==> config.mk <==
export PLATFORM = sky130hd
export DESIGN_NAME = mem_port_arbiter
export DESIGN_NICKNAME = d
export VERILOG_FILES = /design/src/rtl/mem_port_arbiter.sv
export SDC_FILE = /design/constraint.sdc
export NUM_CORES = 1
export LEC_CHECK = 0
export BUFFER_PORTS_ARGS = -buffer_cell sky130_fd_sc_hd__buf_2
export CORE_AREA = 2 2 128 105
export CTS_BUF_LIST = sky130_fd_sc_hd__clkbuf_4 sky130_fd_sc_hd__clkbuf_8 sky130_fd_sc_hd__clkbuf_16
export CTS_CLUSTER_DIAMETER = 50
export CTS_CLUSTER_SIZE = 24
export DETAILED_ROUTE_END_ITERATION = 6
export DIE_AREA = 0 0 130 107
export HOLD_SLACK_MARGIN = 0.05
export PLACE_DENSITY = 0.95
export SETUP_SLACK_MARGIN = 0.02
export SKIP_LAST_GASP = 1
export SYNTH_ARGS = -nofsm -noshare
export SYNTH_HDL_FRONTEND = slang
export SYNTH_SLANG_ARGS = --single-unit
==> constraint.sdc <==
create_clock -name clk -period 5.2 [get_ports clk]
set_input_delay 0.78 -clock clk [delete_from_list [all_inputs] [get_ports clk]]
set_output_delay 0.78 -clock clk [all_outputs]
set_load 0.005 [all_outputs]
==> src/rtl/mem_port_arbiter.sv <==
// Shares one memory port between the fetch and M-stage requesters.
// Data wins by default; a starvation counter can force a fetch grant, and a timeout aborts silent grants.
module mem_port_arbiter #(
    parameter int TIMEOUT    = 255,
    parameter int STARVE_MAX = 4
) (
    input  logic        clk,
    input  logic        reset,
    input  logic        i_req,
    input  logic [31:0] i_addr,
    output logic [31:0] i_rdata,
    output logic        i_ready,
    input  logic        d_req,
    input  logic        d_we,
    input  logic [3:0]  d_be,
    input  logic [31:0] d_addr,
    input  logic [31:0] d_wdata,
    output logic [31:0] d_rdata,
    output logic        d_ready,
    output logic        m_req,
    output logic        m_we,
    output logic [3:0]  m_be,
    output logic [31:0] m_addr,
    output logic [31:0] m_wdata,
    input  logic        m_ack,
    input  logic [31:0] m_rdata,
    output logic        stall,
    output logic        err,
    output logic [1:0]  dbgState
);

    localparam int TW = (TIMEOUT > 1) ? $clog2(TIMEOUT) : 1;
    localparam int SW = $clog2(STARVE_MAX + 1);

    typedef enum logic [1:0] {
        IDLE   = 2'd0,
        DGRANT = 2'd1,
        IGRANT = 2'd2,
        NULLD  = 2'd3
    } stateT;

    stateT         state;
    logic [TW-1:0] timeoutCnt;
    logic [SW-1:0] starveCnt;
    logic          dEligible;
    logic          iEligible;
    logic          starveHit;
    logic          takeFetch;
    logic          takeData;
    logic          takeNull;
    logic          lastCycle;

    // Handshake: a requester holds req high until its ready pulses for one cycle;
    // in that ready cycle the still-high req is the finished request, so it is not eligible.
    assign dEligible = d_req & ~d_ready;
    assign iEligible = i_req & ~i_ready;
    assign starveHit = iEligible && (starveCnt == SW'(STARVE_MAX));
    assign takeFetch = iEligible && (starveHit || !dEligible);
    assign takeData  = dEligible && !starveHit && (d_be != 4'd0);
    assign takeNull  = dEligible && !starveHit && (d_be == 4'd0);
    assign lastCycle = (timeoutCnt == TW'(TIMEOUT - 1));

    assign stall    = (d_req & ~d_ready) | (i_req & ~i_ready);
    assign dbgState = state;

    always_ff @(posedge clk or negedge reset) begin
        if (!reset) begin
            state      <= IDLE;
            timeoutCnt <= '0;
            starveCnt  <= '0;
            m_req      <= 1'b0;
            m_we       <= 1'b0;
            m_be       <= 4'd0;
            m_addr     <= '0;
            m_wdata    <= '0;
            d_rdata    <= '0;
            d_ready    <= 1'b0;
            i_rdata    <= '0;
            i_ready    <= 1'b0;
            err        <= 1'b0;
        end else begin
            d_ready <= 1'b0;
            i_ready <= 1'b0;
            err     <= 1'b0;

            // Counts data grants taken while a fetch is waiting.
            if (!i_req || (state == IDLE && takeFetch)) begin
                starveCnt <= '0;
            end else if (state == IDLE && takeData && starveCnt != SW'(STARVE_MAX)) begin
                starveCnt <= starveCnt + SW'(1);
            end

            case (state)
                IDLE: begin
                    if (takeFetch) begin
                        state      <= IGRANT;
                        m_req      <= 1'b1;
                        m_we       <= 1'b0;
                        m_be       <= 4'hF;
                        m_addr     <= i_addr;
                        m_wdata    <= '0;
                        timeoutCnt <= '0;
                    end else if (takeData) begin
                        state      <= DGRANT;
                        m_req      <= 1'b1;
                        m_we       <= d_we;
                        m_be       <= d_be;
                        m_addr     <= d_addr;
                        m_wdata    <= d_wdata;
                        timeoutCnt <= '0;
                    end else if (takeNull) begin
                        state <= NULLD;
                    end
                end
                DGRANT, IGRANT: begin
                    if (m_ack) begin
                        state <= IDLE;
                        m_req <= 1'b0;
                        if (state == DGRANT) begin
                            d_ready <= 1'b1;
                            d_rdata <= m_we ? 32'd0 : m_rdata;
                        end else begin
                            i_ready <= 1'b1;
                            i_rdata <= m_rdata;
                        end
                    end else if (lastCycle) begin
                        state <= IDLE;
                        m_req <= 1'b0;
                        err   <= 1'b1;
                        if (state == DGRANT) begin
                            d_ready <= 1'b1;
                            d_rdata <= '0;
                        end else begin
                            i_ready <= 1'b1;
                            i_rdata <= '0;
                        end
                    end else begin
                        timeoutCnt <= timeoutCnt + TW'(1);
                    end
                end
                NULLD: begin
                    state   <= IDLE;
                    d_ready <= 1'b1;
                    d_rdata <= '0;
                end
                default: state <= IDLE;
            endcase
        end
    end

endmodule

After elaboration in Yosys (flattened, before gate mapping)
Cells that the tools add are included.

Flip-flop bits (word level): 150. Bits of input ports: 138. Output and inout bits: 140. Logic and storage cells: 108.

$add $sub $neg: 2. Eq/ne operators: 12. Mux-type cells: 47. Bitwise logic cells: 6. Reduce and logical (&&, ||, !) cells: 28.

Operators by type and width (number): $mux 32 (13); $pmux 32 s2 (1); $mux 8 (4); $mux 1 (16); $pmux 8 s2 (1); $mux 2 (5); $reduce_bool 2->1 (5); $ne 3x3->1 const B (3); $reduce_and 3->1 (3); $add 8x1->8 const B (1); $eq 8x8->1 const B (1); $logic_and 1x1->1 (8); $mux 4 (2); $mux 3 (2); $ne 2x2->1 const B (3); $pmux 2 s3 (1); $eq 2x2->1 const B (2); $logic_not 4->1 (1); $ne 4x4->1 const B (1); $pmux 1 s2 (2); $reduce_and 2->1 (2); $reduce_and 4->1 (1); $reduce_bool 4->1 (1); $add 3x1->3 const B (1); 9 further kinds (15).

Logic depth before layout (Yosys ltp)
Word-level depth: 10. Gate-level depth with buffers: 9. Depth with buffers taken out: 7.

Worst setup path before layout
Ideal clock, no wire load.

Kind: input -> register. Start: in d_be[2]. End: reg timeoutCnt[1]. Library setup time: 0.126 ns. Arrival time: 2.114 ns. Data required time: 5.074 ns. Path slack: 2.960 ns. Stages on the path: 5. Path buffers: 0. Path through: or4_4 nand2_1 nand2_1 a32o_1 a221o_1.

Word-level cells in the longest chain between the ends: 4.

Ends and longest elaborated chain: from (decl) (RTL line 15) `input logic [3:0] d_be,`; $reduce_bool 4->1 (RTL line 59) `assign takeData = dEligible && !starveHit && (d_be != 4'd0);`; $logic_and 1x1->1 (RTL line 59); $ne 3x3->1 (no line); $reduce_and 4->1 (no line); to (signal assigned) (RTL line 138) `timeoutCnt <= timeoutCnt + TW'(1);`; to (decl) (RTL line 43) `logic [TW-1:0] timeoutCnt;`.

No other way between the ends. A chain may end at the register's enable or synchronous reset.

Worst setup path in the final report
Start: reg state[0], in the netlist dbgState[0]. End: reg i_rdata[28].

Word-level cells in the longest chain between the ends: 3. Elaborated cells on any way between the ends: 5. Classes of those cells: 2 x eq/ne; 1 x bitwise; 2 x reduce/logical.

Ends and longest elaborated chain: from (decl) (RTL line 42) `stateT state;`; from (signal assigned) (RTL line 68) `state <= IDLE;`; from (signal assigned) (RTL line 96) `state <= IGRANT;`; from (signal assigned) (RTL line 104) `state <= DGRANT;`; $eq 2x1->1 / $eq 2x2->1 (equally long branches) (RTL line 93, 119, 130); $reduce_or 2->1 / $not 1->1 (equally long branches); $reduce_and 3->1 (no line) *; to (signal assigned) (RTL line 124) `i_rdata <= m_rdata;`; to (decl) (RTL line 11) `output logic [31:0] i_rdata,`.

Every way passes the cells marked *; elsewhere a longest branch is shown, timed or not.

==> results.md <==
* Status: finished clean
* Antenna violations before repair at 1
* Critical Path Fanout Max at 56
* Crit-path leading delay family: adder cells
* Met1 Usage GRT at 0.309
* Clk Latency, worst-skew pair at 420 ps
* Fillcell total at 966
* CTS tree: done
* # hold bufs at CTS at 0
* Arrival time worst endpoint at 2740 ps
* Flop2flop setup slack at 2720 ps
* RePlAce Congestion at 0.879
* Synthesized cell area at 6490 µm²
* Initial core utilization at 0.513
* Area Growth Syn to Fin at 31.8%
* Crit Path Class: reg2reg
* Number of flops mapped to enable cells by yosys at 0
* H-tree depth at 4
* Die X at 130 µm
* Largest net degree at the start of global routing at 106
* Worst R2R Path Depth at 6
* Syn Nets at 754
* Tcrit/Tclk final at 0.476
* Slowest cell on the critical path: ha_1
* Post-CTS Setup Bufs at 0
* Setup TNS at 0 ps
* Final setup vio count at 0
* Worst path bufs/invs at 2
* Largest cells by area after synthesis: dfrtp_1 (58%), nand2_1 (6.5%), mux2i_1 (5.4%)
* Gr ovfl total at 0
* Core box area at 12,600 µm²
* M2 GR Usage at 0.465
* Share of the synthesized area in the top cell type at 0.579
* Clk buf depth at 2
* Vias in the first global route at 5,679
* Flops & latches, synth at 150
* Share of cells above drive strength 1 at 0.375
* Clock Root Buffer: clkbuf_16
* Starting DRT DRC Count at 446
* Sw Ratio at 0.376
* CTS Buf Count at 17
* DR WL/cell at 17.2 µm
* Sequential share of power at 0.385
* Post-cts sizing count at 0
* Busiest grt layer: met2
* Power Dens Cells at 602 nW/µm²
* Max Slew Vio Count at 0
* Met3 Usage GRT at 0.0599
* Peak VDD IR at 396 µV
* Port bufs at 277
* NumNets Final at 1,008
* Max-cap violations at 0
* First-pass GRT wire length at 28,300 µm
* Slowest cell delay on critical path at 710 ps
* Syn_area_per_cell at 10.7 µm²
* RR Startpoint: dbgState[0]
* Number of instances in the synthesized netlist at 608
* Drt first pass iters at 5
* Synth cell types at 46
* Logic pwr share at 0.381
* CTS clk-pin slew, worst paths at 60 ps
* Via Count at 5,849
* Crit path capture type: flip-flop
* Slew @ Worst Pin at 931 ps
* Lkg Pwr at 4.58 nW
* Int Power at 0.00321 W
* Reg2reg end: i_rdata[28]
* Fraction of registers with async set/reset at 1.00
* IO Count at 278
* Most common cell in the netlist: dfrtp_1
* Placed wire-length estimate at 13,000 µm
* Clock Skew at 13.4 ps
* Row count at 37
* Post-synth top flop: dfrtp_1
* F_max at 404 MHz
* Global Route Usage Sum at 0.263
* Antenna Nets Post-Route at 0
* WL final at 18,100 µm
* CP required at 5470 ps
* Full die area at 13,900 µm²
* Worst-path cell chain: inv_1, ha_1, nand3b_1, buf_4, nand2_1, o21ai_0
* Min Tclk post-route at 2480 ps
* Yosys top cell by area: dfrtp_1
* Worst relative slew slack at 0.380
* DRC Markers at 0
* Via density at 5.57
* Sink Count at 150
* Hold Violations, Final at 0
* YS warnings at 0
* Die Ht at 107 µm
* Hold_ws at 476 ps
* Clk pwr share at 0.234
* Critical Path Start Type: flip-flop
* RSZ-0062 raised after global routing: no
* Sequential area share after synthesis at 0.579
* Net switching power at 0.00193 W
* Worst Hold Class: in2async
* Post-synth top cells: dfrtp_1 (150), nand2_1 (112), o21ai_0 (58)
## placed cells by master, fill, tap and decap left out, types with 3 or more instances in the layout
cell type / instances
inv_6: 7
mux2i_1: 35
o22a_1: 4
nand3_1: 41
clkbuf_16: 17
inv_1: 8
nand3b_1: 3
buf_4: 9
ha_1: 8
o21ai_0: 58
dfrtp_1: 150
o41ai_1: 33
nand2_1: 112
nor3_1: 5
o21ai_1: 11
nor2_1: 9
a22o_1: 36
a21oi_1: 6
buf_2: 276
nand2b_1: 5
## stage by stage
step / util / setup slack (ps) / std cells / total power (W) / cell area [µm²]
floorplan: - / 2960 / 608 / 0.00306 / 6490
global placement: 0.629 / 2350 / 1018 / 0.00386 / 7950
detailed placement: 0.629 / 2300 / 1018 / 0.00395 / 7950
CTS: 0.676 / 2710 / 1050 / 0.00518 / 8540
global route: 0.676 / 2520 / 1051 / 0.00549 / 8550
finish: 0.676 / 2720 / 1051 / 0.00515 / 8550
## layout make-up
| cell class | count | area, µm² | area share |
|---|---|---|---|
| Sequential cell | 150 | 3750 | 0.439 |
| Multi-Input combinational cell | 399 | 2490 | 0.291 |
| Timing Repair Buffer | 286 | 1460 | 0.171 |
| Clock buffer | 17 | 425 | 0.0498 |
| Tap cell | 175 | 219 | 0.0256 |
| Clock inverter | 15 | 165 | 0.0193 |
| Inverter | 8 | 30.0 | 0.00351 |
| Antenna cell | 1 | 2.50 | 0.000293 |
## how the worst max path moves through the flow
stage	to	startpoint	depth (start not counted)
3_3_place_gp	timeoutCnt[3]	d_be[2]	7
5_1_grt	i_rdata[3]	dbgState[0]	6
2_1_floorplan	timeoutCnt[1]	d_be[2]	5
4_1_cts	i_rdata[28]	dbgState[0]	6
6_report	i_rdata[28]	dbgState[0]	6
3_5_place_dp	m_addr[11]	d_be[2]	6
## kinds of logic after synthesis
kind of cell	after synthesis	synth area share
xor+xnor	1	0.00135
mux	35	0.0540
simple gates	196	0.139
buf+inv	59	0.0394
fa+ha+maj	8	0.0154
flops	150	0.579
compound gates	159	0.172
## sequential cells by signal, summed over array words and instances (netlist names)
name and flops:
dbgState 2, timeoutCnt 8, i_rdata 32, d_ready 1
m_be 4, d_rdata 32, m_we 1, err 1
starveCnt 3, m_addr 32, m_wdata 32, m_req 1
i_ready 1
## layer usage
| metal | vias to the layer above | routed length [µm] |
|---|---|---|
| met2 | 317 | 9340 |
| li1 | 2705 | - |
| met3 | 38 | 1340 |
| met5 | - | 0 |
| met1 | 2789 | 6920 |
| met4 | 0 | 493 |
## power groups by stage
stage	registers, W	clock network (W)	logic, W
finish	0.00198	0.00120	0.00196
global placement	0.00196	0	0.00189
CTS	0.00197	0.00122	0.00198
detailed placement	0.00199	0	0.00197
global route	0.00203	0.00127	0.00219
floorplan	0.00201	0	0.00106
Power figures use the tool's default switching activity.
